==> config.mk <==
export PLATFORM = sky130hd
export DESIGN_NAME = stopwatch_ctrl
export DESIGN_NICKNAME = d
export VERILOG_FILES = /design/src/rtl/stopwatch_ctrl.sv
export SDC_FILE = /design/constraint.sdc
export NUM_CORES = 1
export LEC_CHECK = 0
export BUFFER_PORTS_ARGS = -buffer_cell sky130_fd_sc_hd__buf_4
export CAP_MARGIN = 20
export CORE_MARGIN = 5
export CORE_UTILIZATION = 60
export CTS_BUF_LIST = sky130_fd_sc_hd__clkbuf_16
export CTS_CLUSTER_DIAMETER = 80
export DETAILED_ROUTE_END_ITERATION = 10
export PLACE_DENSITY = 0.8
export SYNTH_ARGS = -nofsm -noshare
export SYNTH_HDL_FRONTEND = slang
export SYNTH_SLANG_ARGS = --single-unit
export TNS_END_PERCENT = 50
==> constraint.sdc <==
create_clock -name clkin -period 3.81 [get_ports clkin]
set_clock_uncertainty 0.1 [all_clocks]
set_input_delay 0.762 -clock clkin [delete_from_list [all_inputs] [get_ports clkin]]
set_output_delay 0.762 -clock clkin [all_outputs]
set_load 0.03 [all_outputs]
==> src/rtl/stopwatch_ctrl.sv <==
// Stopwatch controller: button sync/edge detect, run/pause/lap/clear FSM,
// prescaled two-digit BCD up/down counter with lap capture and wrap pulse.
// Ports: clkin, rst (sync, active-high), btn_start/btn_lap/btn_clr/dir (async),
//   disp_one/disp_ten (BCD), state (IDLE=0 RUN=1 PAUSE=2 LAP=3), wrap (pulse).
module stopwatch_ctrl #(
  parameter int TICK_DIV = 50
) (
  input  logic       clkin,
  input  logic       rst,
  input  logic       btn_start,
  input  logic       btn_lap,
  input  logic       btn_clr,
  input  logic       dir,
  output logic [3:0] disp_one,
  output logic [3:0] disp_ten,
  output logic [1:0] state,
  output logic       wrap
);

  localparam int PW = (TICK_DIV > 2) ? $clog2(TICK_DIV) : 1;
  localparam logic [PW-1:0] PMAX = PW'(TICK_DIV - 1);

  typedef enum logic [1:0] {
    IDLE  = 2'd0,
    RUN   = 2'd1,
    PAUSE = 2'd2,
    LAP   = 2'd3
  } state_t;

  state_t cur, nxt;

  // bit 0 = start, bit 1 = lap, bit 2 = clr
  logic [2:0] sync1, sync2, hist, pulse;
  logic dir1, dir2;

  logic [PW-1:0] pre;
  logic [3:0] one, ten, cap_one, cap_ten;
  logic [3:0] nxt_one, nxt_ten;
  logic run, tick, cap_en, clr_en, wrap_nxt;

  // Sync and history regs reset high so a button held through reset
  // must be released and pressed again before it produces a pulse.
  always_ff @(posedge clkin) begin
    if (rst) begin
      sync1 <= '1;
      sync2 <= '1;
      hist  <= '1;
      dir1  <= 1'b0;
      dir2  <= 1'b0;
    end else begin
      sync1 <= {btn_clr, btn_lap, btn_start};
      sync2 <= sync1;
      hist  <= sync2;
      dir1  <= dir;
      dir2  <= dir1;
    end
  end

  assign pulse = sync2 & ~hist;

  always_ff @(posedge clkin) begin
    if (rst) cur <= IDLE;
    else     cur <= nxt;
  end

  // Only legal pulses are considered; among them clr > start > lap.
  always_comb begin
    nxt    = cur;
    cap_en = 1'b0;
    clr_en = 1'b0;
    unique case (cur)
      IDLE: begin
        if (pulse[0]) nxt = RUN;
      end
      RUN: begin
        if (pulse[0]) begin
          nxt = PAUSE;
        end else if (pulse[1]) begin
          nxt    = LAP;
          cap_en = 1'b1;
        end
      end
      PAUSE: begin
        if (pulse[2]) begin
          nxt    = IDLE;
          clr_en = 1'b1;
        end else if (pulse[0]) begin
          nxt = RUN;
        end
      end
      LAP: begin
        if (pulse[0])      nxt = PAUSE;
        else if (pulse[1]) nxt = RUN;
      end
    endcase
  end

  assign run  = (cur == RUN) || (cur == LAP);
  assign tick = run && (pre == PMAX);

  always_comb begin
    nxt_one  = one;
    nxt_ten  = ten;
    wrap_nxt = 1'b0;
    if (!dir2) begin
      if (one == 4'd9) begin
        nxt_one = 4'd0;
        if (ten == 4'd9) begin
          nxt_ten  = 4'd0;
          wrap_nxt = 1'b1;
        end else begin
          nxt_ten = ten + 4'd1;
        end
      end else begin
        nxt_one = one + 4'd1;
      end
    end else begin
      if (one == 4'd0) begin
        nxt_one = 4'd9;
        if (ten == 4'd0) begin
          nxt_ten  = 4'd9;
          wrap_nxt = 1'b1;
        end else begin
          nxt_ten = ten - 4'd1;
        end
      end else begin
        nxt_one = one - 4'd1;
      end
    end
  end

  always_ff @(posedge clkin) begin
    if (rst) begin
      pre      <= '0;
      one      <= 4'd0;
      ten      <= 4'd0;
      cap_one  <= 4'd0;
      cap_ten  <= 4'd0;
      wrap     <= 1'b0;
      disp_one <= 4'd0;
      disp_ten <= 4'd0;
    end else begin
      wrap <= tick & wrap_nxt;
      if (clr_en || cur == IDLE) pre <= '0;
      else if (run)              pre <= tick ? '0 : pre + PW'(1);
      if (clr_en) begin
        one <= 4'd0;
        ten <= 4'd0;
      end else if (tick) begin
        one <= nxt_one;
        ten <= nxt_ten;
      end
      if (cap_en) begin
        cap_one <= one;
        cap_ten <= ten;
      end
      if (cur == LAP) begin
        disp_one <= cap_one;
        disp_ten <= cap_ten;
      end else begin
        disp_one <= one;
        disp_ten <= ten;
      end
    end
  end

  assign state = cur;

endmodule

==> results of run 1 <==
state kept, by name (all words and copies together), names as in the netlist, 4 cells and up:
name / cells
cap_ten: 4
pre: 6
ten: 4
one: 4
disp_one: 4
disp_ten: 4
cap_one: 4
cell type report:
cell class	instances	area share
timing repair buffer	16	0.0551
sequential	44	0.404
clock buffer	5	0.0574
clock inverter	3	0.00919
inverter	4	0.00689
multi-input combinational	154	0.442
tap	44	0.0253
Yosys cell counts (all sizes together) (3+ instances only):
cell,n
inv,4
o21ai,9
a22oi,5
dfxtp,44
nand2,14
buf,7
and2,4
nor3b,3
mux2i,8
or2,9
or3,3
clkbuf,10
nor2,24
a21oi,20
xor2,5
nand3,8
xnor2,4
nor2b,11
kinds of logic after synthesis:
family | count (synthesis) | synth area share
multiplexers | 9 | 0.0474
adder cells (fa/ha/maj) | 2 | 0.0130
AO/OA/AOI/OAI | 47 | 0.157
XOR/XNOR | 9 | 0.0409
AND/OR/NAND/NOR | 87 | 0.242
flip-flops | 44 | 0.457
buffers and inverters | 21 | 0.0435
power breakdown:
group	total [mW]	internal (mW)	switching (mW)	leakage, nW
logic	0.0240	0.0114	0.0126	0.416
registers	0.471	0.465	0.00596	0.357
clock network	0.417	0.241	0.176	0.0712
total	0.913	0.718	0.195	0.844
metal layers:
| metal | vias to the layer above | share of wire | track usage |
|---|---|---|---|
| li1 | 756 | - | - |
| met1 | 723 | 0.44 | 0.243 |
| met2 | 38 | 0.50 | 0.322 |
| met3 | 13 | 0.043 | 0.0422 |
| met4 | 0 | 0.025 | 0.104 |
| met5 | - | 0 | 0 |
through the flow:
stage               hold WS (ns)  power (mW)  std cells
floorplan                  0.283       0.498        219
CTS                        0.312       0.915        270
global placement           0.286       0.505        262
finish                     0.309       0.913        270
detailed placement         0.297       0.506        262
global route               0.336       0.940        270
placed cells by master, fill, tap and decap left out, drive strengths merged, types with 5 or more instances in the layout:
master,Yosys,routed
nand3,8,8
buf,7,16
or2,9,9
xor2,5,5
o21ai,9,9
inv,4,5
nand2,14,14
a21oi,20,20
clkbuf,10,5
dfxtp,44,44
a22oi,5,5
mux2i,8,8
nor2,24,24
nor2b,11,11
path summary, 6_finish.rpt:
| check | to | from | depth (start not counted) |
|---|---|---|---|
| setup / recovery | state[0] | state[0] | 1 |
| hold / removal | sync2[2] | sync1[2] | 1 |
| setup reg to reg | ten[2] | state[0] | 4 |
| hold reg to reg | sync2[2] | sync1[2] | 1 |
==> impl_metrics.yaml, run 1 <==
timing:
  maxSlewViolCount: 0
  worst_pin_slew_ns: 0.732
  rsz0062_at_grt: "false"
  fmax_mhz: 450
  maxSlewHeadroom: 0.511
  fin_ws_ns: 1.59
  final-setup-viol-count: 0
  hold_viol: 0
  period_minus_slack_ns: 2.22
  finalCritPeriodShare: 0.583
  fin_setup_tns_ns: 0
critical_path:
  cp_slowest_cell: "dfxtp_1"
  max_stage_delay_ns: 0.79
  startpoint_type: "flip-flop"
  critPathKind: "flip-flop to primary output"
  cp_cell_sequence: "buf_4"
  crit_required_ns: 2.95
  arrival_ns: 1.36
  path_delay_family: "flip-flops"
  path_max_fanout: 23
  cp_num_buf_inv: 1
  rrSetupSlack_ns: 1.71
  end_kind: "primary output"
synthesis:
  syn_inst: 219
  syn_avg_cell_area_sq_um: 8.80
  yosysTopAreaCellShare: 0.457
  synth_edf_count: 0
  synth-async-reset-ratio: 0
  synth_area_sq_um: 1930
  ys.flop_type: "dfxtp_1"
  ys_seq_area_frac: 0.457
  synth.ff_latch_count: 44
  yosys.area.top_type: "dfxtp_1"
  synth.net_count: 227
  yosys.cell_types.count: 44
  synth_area_leaders: "dfxtp_1, a21oi_1, nor2_1, mux2i_1, nor2b_1"
  ys_warn_count: 0
global_route:
  gr-total-overflow: 0
  first_global_vias: 1481
  grt_max_degree: 31
  grt_first_pass_wirelength_microns: 6710
  antenna_found_initial: 0
  grtUsageTotal: 0.198
drt:
  ant_nets: 0
  drcViolationCount: 0
  dr_total_vias: 1530
  drt_iter0_markers: 105
  viasPerCell: 5.67
  routed_wl_microns: 3860
  wl_per_cell_microns: 14.3
  dr.pass1.iters: 4
finish:
  drive_above_1_share: 0.133
  nets: 233
  diodes: 0
  fillCellCount: 252
  areaGrowthSynthToFinish_pct: 13.1
  design_area_sq_um: 2180
  final_util: 0.708
  regArea_sq_um: 881
  multi_input_area_sq_um: 962
floorplanning:
  ios: 17
  chipWidth_microns: 66.7
  die_area_sq_um: 4440
  core_sq_um: 3080
  rows: 20
  start_util: 0.626
  die_y_microns: 66.7
clock_network:
  clock_latency_ns: 0.28
  cts_resized: 0
  postCtsSetupBuffers: 0
  htree_levels: 2
  cts_made_buffers: 5
  clkSinkCount: 44
  postCtsHoldBufs: 0
  cts_tree: "yes"
  cts_buffer_depth: 2
  ctsRootBufferMaster: "clkbuf_16"
  clk_pin_slew_ns: 0.06
place:
  portBuffers: 16
  dp_hpwl_microns: 2560
  dp_slack_ns: 1.73
  dpl_cell_area_sq_um: 2030
  place_congestion: 0.724
status:
  status: "finished clean"
job:
  drv_cap: 0
pwr:
  p_per_area_nw_per_um2: 419
  power.leakage_nw: 0.844
  peakVddDrop_v: 0.000370
worst_hold_path:
  min-delay-path-class: "flip-flop to flip-flop"
No activity file was read; power rests on OpenSTA's default activity.
==> inputs of run 2 (changes only) <==
--- a/config.mk
+++ b/config.mk
@@ -8,11 +8,11 @@
 export BUFFER_PORTS_ARGS = -buffer_cell sky130_fd_sc_hd__buf_4
 export CAP_MARGIN = 20
 export CORE_MARGIN = 5
-export CORE_UTILIZATION = 60
+export CORE_UTILIZATION = 58
 export CTS_BUF_LIST = sky130_fd_sc_hd__clkbuf_16
 export CTS_CLUSTER_DIAMETER = 80
 export DETAILED_ROUTE_END_ITERATION = 10
-export PLACE_DENSITY = 0.8
+export PLACE_DENSITY = 0.78
 export SYNTH_ARGS = -nofsm -noshare
 export SYNTH_HDL_FRONTEND = slang
 export SYNTH_SLANG_ARGS = --single-unit
==> constraint.sdc (replaced) <==
create_clock -name clkin -period 2.3 [get_ports clkin]
set_clock_uncertainty 0.1 [all_clocks]
set_input_delay 0.46 -clock clkin [delete_from_list [all_inputs] [get_ports clkin]]
set_output_delay 0.46 -clock clkin [all_outputs]
set_load 0.03 [all_outputs]
==> run 2 against run 1 <==
Net effect: worst setup slack lost 1.1 ns; core utilization is 3.2 points lower; via count decreased by 3.9%; clock power up 92%; register-to-register slack got worse by 1.2 ns; cell count up 1.5%; combinational power up 83%; sequential share of layout area decreased by 0.73 points; non-clock buffer count grew 2; global-route usage fell by 2.3 points; die area grew 2.9%; sequential power increased by 65%; critical endpoint is now ten[2]; largest cell class unchanged.
==> impl_metrics.yaml, run 2 (synthesis gave the netlist of run 1 again) <==
status:
  status: "finished clean"
drt:
  drt_iter0_markers: 78
  wl_per_cell_microns: 12.5
  ant_nets: 0
  drcViolationCount: 0
  routed_wl_microns: 3430
  dr.pass1.iters: 4
  viasPerCell: 5.37
  dr_total_vias: 1471
global_route:
  grt_first_pass_wirelength_microns: 5860
  gr-total-overflow: 0
  antenna_found_initial: 0
  grt_max_degree: 31
  first_global_vias: 1285
  grtUsageTotal: 0.174
critical_path:
  crit_required_ns: 2.42
  path_delay_family: "simple AND/OR/NAND/NOR gates"
  path_max_fanout: 17
  critPathKind: "flip-flop to flip-flop"
  startpoint_type: "flip-flop"
  max_stage_delay_ns: 0.62
  cp_slowest_cell: "dfxtp_1"
  cp_num_buf_inv: 0
  arrival_ns: 1.95
  end_kind: "flip-flop"
  cp_cell_sequence: "nor3b_2 > o2111ai_4 > or3_1 > a21oi_1"
clock_network:
  clkSinkCount: 44
  cts_buffer_depth: 2
  ctsRootBufferMaster: "clkbuf_16"
  cts_resized: 0
  postCtsHoldBufs: 0
  postCtsSetupBuffers: 0
  cts_tree: "yes"
  clk_pin_slew_ns: 0.06
  htree_levels: 2
  clock_latency_ns: 0.29
  cts_made_buffers: 5
timing:
  maxSlewViolCount: 0
  hold_slack_ns: 0.252
  maxSlewHeadroom: 0.640
  finalCritPeriodShare: 0.795
  rsz0062_at_grt: "false"
  period_minus_slack_ns: 1.83
  fin_setup_tns_ns: 0
  final-setup-viol-count: 0
  fmax_mhz: 547
  hold_viol: 0
  worst_pin_slew_ns: 0.538
finish:
  largest_register_ff_count: 6
  final_cell_mix: "dfxtp_1, nor2_1, a21oi_1"
  regMostFlops: "pre"
  fillCellCount: 268
  mostFrequentLayoutCell: "dfxtp_1"
  nets: 235
  drive_above_1_share: 0.145
  regArea_sq_um: 881
  multi_input_area_sq_um: 962
  areaGrowthSynthToFinish_pct: 15.1
  diodes: 0
pwr:
  p_per_area_nw_per_um2: 732
  clockPowerShare: 0.494
  internal_power_mw: 1.30
  combPwrFrac: 0.027
  power.leakage_nw: 0.864
  switching_share: 0.199
  peakVddDrop_v: 0.000584
  pwr-share-seq: 0.479
  p_sw_mw: 0.323
floorplanning:
  chipWidth_microns: 67.6
  die_area_sq_um: 4580
  core_sq_um: 3280
  ios: 17
  rows: 21
  start_util: 0.587
  die_y_microns: 67.6
worst_hold_path:
  min-delay-path-class: "input port to flip-flop"
place:
  place_congestion: 0.780
  portBuffers: 16
  dp_hpwl_microns: 2240
job:
  drv_cap: 0
run 2: layout make-up:
cell class                 count  share of cell area
clock inverter                 3              0.0192
timing repair buffer          18              0.0609
multi-input combinational    154               0.434
inverter                       4             0.00677
sequential                    44               0.397
clock buffer                   5              0.0564
tap                           46              0.0259
run 2: stage by stage:
stage	std cells	power (mW)	cell area (sq um)	utilization	worst slack (ns)
after floorplan	219	0.825	1930	-	0.594
after global placement	266	0.838	2050	0.624	0.549
after detailed placement	266	0.839	2050	0.624	0.496
after CTS	274	1.64	2220	0.675	0.468
after global routing	274	1.68	2220	0.675	0.324
final	274	1.62	2220	0.675	0.470
run 2: power groups by stage:
stage	clock, mW	combinational, mW	sequential [mW]
2_1_floorplan	0	0.0322	0.793
3_3_place_gp	0	0.0439	0.794
3_5_place_dp	0	0.0444	0.794
4_1_cts	0.817	0.0444	0.777
5_1_grt	0.854	0.0488	0.779
6_report	0.802	0.0440	0.777
run 2: final timing paths:
kind / from / to / slack, ns / cells past startpoint
worst min register to register: sync1[1] / sync2[1] / 0.30 / 1
worst max register to register: dir2 / ten[2] / 0.47 / 4
worst min-delay path: btn_lap / sync1[1] / 0.25 / 2
worst max-delay path: dir2 / ten[2] / 0.47 / 4
run 2: per-layer routing:
metal / share of wire / vias to the layer above / global-route usage
met2: 0.47 / 26 / 0.270
met4: 0.018 / 0 / 0.0911
met5: 0 / - / 0
li1: - / 757 / -
met3: 0.047 / 7 / 0.0632
met1: 0.47 / 681 / 0.210
